[src/rtl/calc_sequencer.sv]
// Instruction sequencer for a register-file/ALU calculator.
// Accepts one 16-bit instruction at a time and drives the calculator's control ports.
module calc_sequencer #(
    parameter logic [3:0] CTRL_PASSX = 4'b0000
) (
    input  logic        Clk,
    input  logic        Rst,
    input  logic        in_valid,
    output logic        in_ready,
    input  logic [15:0] in_instr,
    output logic        WEN,
    output logic [2:0]  RW,
    output logic [2:0]  RX,
    output logic [2:0]  RY,
    output logic [7:0]  DataIn,
    output logic        Sel,
    output logic [3:0]  Ctrl,
    input  logic [7:0]  busY,
    output logic        res_valid,
    output logic [7:0]  res_data,
    output logic [1:0]  dbg_state_o
);

    // Handshake: a word transfers on a rising Clk edge where in_valid and
    // in_ready are both high; the source must hold the word until then.

    typedef enum logic [1:0] {
        IDLE = 2'd0,
        EXEC = 2'd1,
        READ = 2'd2,
        REP  = 2'd3
    } state_t;

    localparam logic [1:0] OP_LOADI  = 2'b00;
    localparam logic [1:0] OP_ALU    = 2'b01;
    localparam logic [1:0] OP_READ   = 2'b10;
    localparam logic [1:0] OP_REPEAT = 2'b11;

    state_t     state_q, state_d;
    logic [2:0] cnt_q, cnt_d;
    logic       wen_q, wen_d;
    logic [2:0] rw_q, rw_d, rx_q, rx_d, ry_q, ry_d;
    logic [7:0] datain_q, datain_d;
    logic       sel_q, sel_d;
    logic [3:0] ctrl_q, ctrl_d;
    logic       res_valid_q, res_valid_d;
    logic [7:0] res_data_q, res_data_d;

    logic [1:0] f_op;
    logic [2:0] f_rd, f_rx, f_ry, f_cnt;
    logic [3:0] f_ctrl;
    logic [7:0] f_imm;

    assign f_op   = in_instr[15:14];
    assign f_rd   = in_instr[13:11];
    assign f_rx   = in_instr[10:8];
    assign f_cnt  = in_instr[10:8];
    assign f_ry   = in_instr[7:5];
    assign f_ctrl = in_instr[3:0];
    assign f_imm  = in_instr[7:0];

    // Gated by Rst so no source sees a ready while the block is held in reset.
    assign in_ready = (state_q == IDLE) && !Rst;

    always_ff @(posedge Clk or posedge Rst) begin
        if (Rst) begin
            state_q     <= IDLE;
            cnt_q       <= 3'd0;
            wen_q       <= 1'b0;
            rw_q        <= 3'd0;
            rx_q        <= 3'd0;
            ry_q        <= 3'd0;
            datain_q    <= 8'd0;
            sel_q       <= 1'b0;
            ctrl_q      <= 4'd0;
            res_valid_q <= 1'b0;
            res_data_q  <= 8'd0;
        end else begin
            state_q     <= state_d;
            cnt_q       <= cnt_d;
            wen_q       <= wen_d;
            rw_q        <= rw_d;
            rx_q        <= rx_d;
            ry_q        <= ry_d;
            datain_q    <= datain_d;
            sel_q       <= sel_d;
            ctrl_q      <= ctrl_d;
            res_valid_q <= res_valid_d;
            res_data_q  <= res_data_d;
        end
    end

    always_comb begin
        state_d     = state_q;
        cnt_d       = cnt_q;
        wen_d       = 1'b0;
        rw_d        = rw_q;
        rx_d        = rx_q;
        ry_d        = ry_q;
        datain_d    = datain_q;
        sel_d       = sel_q;
        ctrl_d      = ctrl_q;
        res_valid_d = 1'b0;
        res_data_d  = res_data_q;
        case (state_q)
            IDLE: begin
                if (in_valid) begin
                    case (f_op)
                        OP_LOADI: begin
                            state_d  = EXEC;
                            wen_d    = 1'b1;
                            rw_d     = f_rd;
                            sel_d    = 1'b0;
                            datain_d = f_imm;
                            ctrl_d   = CTRL_PASSX;
                        end
                        OP_ALU: begin
                            state_d = EXEC;
                            wen_d   = 1'b1;
                            rw_d    = f_rd;
                            rx_d    = f_rx;
                            ry_d    = f_ry;
                            sel_d   = 1'b1;
                            ctrl_d  = f_ctrl;
                        end
                        OP_READ: begin
                            state_d = READ;
                            ry_d    = f_ry;
                        end
                        OP_REPEAT: begin
                            // rd is both source X and destination: rd <= rd ctrl ry.
                            state_d = REP;
                            cnt_d   = f_cnt;
                            wen_d   = 1'b1;
                            rw_d    = f_rd;
                            rx_d    = f_rd;
                            ry_d    = f_ry;
                            sel_d   = 1'b1;
                            ctrl_d  = f_ctrl;
                        end
                        default: state_d = IDLE;
                    endcase
                end
            end
            EXEC: state_d = IDLE;
            READ: begin
                res_data_d  = busY;
                res_valid_d = 1'b1;
                state_d     = IDLE;
            end
            REP: begin
                if (cnt_q == 3'd0) begin
                    state_d = IDLE;
                end else begin
                    cnt_d = cnt_q - 3'd1;
                    wen_d = 1'b1;
                end
            end
            default: state_d = IDLE;
        endcase
    end

    assign WEN         = wen_q;
    assign RW          = rw_q;
    assign RX          = rx_q;
    assign RY          = ry_q;
    assign DataIn      = datain_q;
    assign Sel         = sel_q;
    assign Ctrl        = ctrl_q;
    assign res_valid   = res_valid_q;
    assign res_data    = res_data_q;
    assign dbg_state_o = state_q;

endmodule

[config.mk]
export PLATFORM = sky130hd
export DESIGN_NAME = calc_sequencer
export DESIGN_NICKNAME = d
export VERILOG_FILES = /design/src/rtl/calc_sequencer.sv
export SDC_FILE = /design/constraint.sdc
export NUM_CORES = 1
export LEC_CHECK = 0
export BUFFER_PORTS_ARGS = -buffer_cell sky130_fd_sc_hd__buf_4
export CAP_MARGIN = 0
export CELL_PAD_IN_SITES_DETAIL_PLACEMENT = 1
export CELL_PAD_IN_SITES_GLOBAL_PLACEMENT = 1
export CORE_ASPECT_RATIO = 0.9
export CORE_MARGIN = 2
export CORE_UTILIZATION = 40
export DETAILED_ROUTE_END_ITERATION = 8
export PLACE_DENSITY = 0.84
export REMOVE_ABC_BUFFERS = 1
export SLEW_MARGIN = 25
export SYNTH_ARGS = -nofsm -noshare
export SYNTH_HDL_FRONTEND = slang
export SYNTH_SLANG_ARGS = --single-unit
export TNS_END_PERCENT = 100
[constraint.sdc]
create_clock -name Clk -period 4.7 [get_ports Clk]
set_clock_uncertainty 0.2 [all_clocks]
set_input_delay 0.705 -clock Clk [delete_from_list [all_inputs] [get_ports Clk]]
set_output_delay 0.705 -clock Clk [all_outputs]
set_load 0.005 [all_outputs]
==> metrics.md <==
| Metric | Value |
|---|---|
| Hold_buf cts | 0 |
| Status | finished, final reports clean |
| IO Pins | 62 |
| Critical Path Start Type | flip-flop |
| CTS buffer count | 5 |
| CP Data Required Time | 3800 ps |
| Most common cell in the netlist | dfrtp_1 |
| Slew of the pin with the lowest slew margin | 654 ps |
| Core ar. | 3810 um2 |
| Flop and latch count out of synthesis | 37 |
| Number of DRC markers in iteration 0 | 47 |
| Slowest stage cell on the critical path | dfrtp_1 |
| Wire length on met3 | 299 um |
| Crit end category | output port |
| First-pass GRT wire length | 6820 um |
| CTS Root Cell | clkbuf_8 |
| Drt total wl | 4020 um |
| Die Width | 71.1 um |
| Max Cap Viol | 0 |
| WL/cell | 16.7 um |
| P_leak | 1.08 nW |
| Final hold violations | 0 |
| Post-synth top area share | 57.1% |
| Clock-pin slew on the worst setup and hold paths | 70 ps |
| Post-synthesis cell type count | 26 |
| Top cells by instance count after synthesis | 37 x dfrtp_1, 22 x mux2_2, 11 x o21ai_0, 10 x nand2_1, 9 x inv_1 |
| Min Hold Slack | 295 ps |
| Data arrival, critical path | 1410 ps |
| Crit path top cell by count | inv_1 |
| Setup_tns | 0 ps |
| Top Metal Used | met4 |
| DRT Pass-1 Iters | 2 |
| N_diodes | 0 |
| Post-CTS sizing | 0 |
| Fin crit share | 49.3% |
| PortBufs | 61 |
| Max IR drop VDD | 0.303 mV |
| Gate Count Post-Synth | 127 |
| Maximum clock frequency | 431 MHz |
| PwrDens | 616 nW/um2 |
| # H-tree levels | 2 |
| Antenna violations before repair | 0 |
| Clock Path Buffers | 2 |
| Vias in the first global route | 1457 |
| Layout cells sized above 1 | 49.0% |
| Tmin final | 2320 ps |
| Row count | 21 |
| RSZ-0062 raised after global routing | no |
| Synth Cell Area | 1620 um2 |
| HPWL after detailed placement | 3110 um |
| Sequential area share after synthesis | 57.1% |
| Fillers | 414 |
| Met1 Wirelength | 1610 um |
| Top FF cell, synth | dfrtp_1 |
| Metal2 WL | 2030 um |
| EDFF count, synth | 0 |
| Hold Path Class | reg2reg |
| Slew HR | 56.4% |
| Antenna-violating nets left | 0 |
| Largest net degree at the start of global routing | 22 |
| Synth area leader | dfrtp_1 |
| Clk sink count | 37 |
| GR Util All Layers | 19.5% |
| Layout area overhead | 36.4% |
| Drt drc | 0 |
| Syn avg cell area | 12.8 um2 |
| Crit Path Max Fanout | 7 |
| GP Congestion | 0.859 |
| Starting Density | 42.5% |
| Height of the die | 64.4 um |
| Clk_lat worst skew | 290 ps |
| Critical-path cell list | inv_1 > ha_1 > inv_1 > nor2_1 > buf_4 |
| Vias | 1254 |
| Vias per cell | 5.23 |
| Top cells by area, synth | dfrtp_1 57%, mux2_2 15%, ha_1 4.6% |
| Global route overflow | 0 |
| Synth warn | 0 |
| Setup Viol. Count Final | 0 |
| Fin. max-slew vios | 0 |
| Ys async rst share | 100% |
| Critical path class | reg2out |
| Die Area | 4580 um2 |
| CTS tree | yes |
| Nets | 227 |
| Setup bufs post-CTS | 0 |
| Crit-path max cell delay | 440 ps |
per-layer routing:
metal	vias to the layer above	global-route usage, %
li1	577	-
met1	621	21.9
met2	47	33.1
met3	9	6.15
met4	0	9.91
met5	-	0
path summary, 6_finish.rpt:
kind                                      from           to  slack [ps]  cells after the start
worst max-delay path            dbg_state_o[1]     in_ready        2380                      5
worst min-delay path                  cnt_q[0]     cnt_q[0]         300                      1
worst max register to register  dbg_state_o[1]    DataIn[1]        2700                      5
worst min register to register        cnt_q[0]     cnt_q[0]         300                      1
max in group asynchronous                  Rst  res_data[3]        3260                      3
min in group asynchronous                  Rst          Sel         310                      2
registers in the layout (all words and copies together), names as in the netlist:
register / flops
res_valid: 1
RW: 3
res_data: 8
WEN: 1
Sel: 1
RY: 3
Ctrl: 4
DataIn: 8
cnt_q: 3
RX: 3
dbg_state_o: 2
cell families (layout without fill, tap and decap cells):
group	count (synthesis)	count (layout)	synth area share, %
flip-flops	37	37	57.1
multiplexers	22	22	15.3
buffers and inverters	11	78	3.55
AND/OR/NAND/NOR	25	25	8.49
AO/OA/AOI/OAI	26	26	10.9
adder cells (fa/ha/maj)	6	6	4.63
metrics by stage:
stage | total power [mW] | util (%) | std cells | cell area, um2 | setup WS (ps)
3_3_place_gp | 1.11 | 55.6 | 233 | 2120 | 2750
5_1_grt | 1.47 | 58.0 | 240 | 2210 | 2270
6_report | 1.36 | 58.0 | 240 | 2210 | 2380
3_5_place_dp | 1.15 | 55.6 | 233 | 2120 | 2670
4_1_cts | 1.39 | 58.0 | 240 | 2210 | 2370
2_1_floorplan | 0.822 | - | 125 | 1600 | 2890
worst max-delay path: cells and delay by family, from the launching register on:
family | cells | cell delay, ps
adders and majority gates | 1 | 260
buffers and inverters | 3 | 310
and+or+nand+nor | 1 | 110
DFF | 1 | 440
cells in the final DEF (no fill, tap or decap), drive strengths merged, types with 2 or more instances in the layout:
master  Yosys  routed
o21ai      12      12
clkbuf      1       6
buf         1      62
mux2       22      22
ha          6       6
nand2b      2       2
nor2        3       3
dfrtp      37      37
and2        3       3
nand2      10      10
a22o        5       5
o22ai       4       4
inv         9       9
nor2b       2       2
power by group:
group          switching (mW)  internal [mW]
clock                   0.109          0.116
sequential             0.0943          0.474
combinational           0.225          0.343
cell type report:
class / count / area [um2] / share of cell area (%)
timing repair buffer: 62 / 465 / 21.1
multi-input combinational: 79 / 637 / 28.8
clock inverter: 1 / 7.51 / 0.340
sequential: 37 / 926 / 41.9
inverter: 9 / 33.8 / 1.53
clock buffer: 6 / 82.6 / 3.74
tap: 46 / 57.6 / 2.60
No activity file was read; power rests on OpenSTA's default activity.
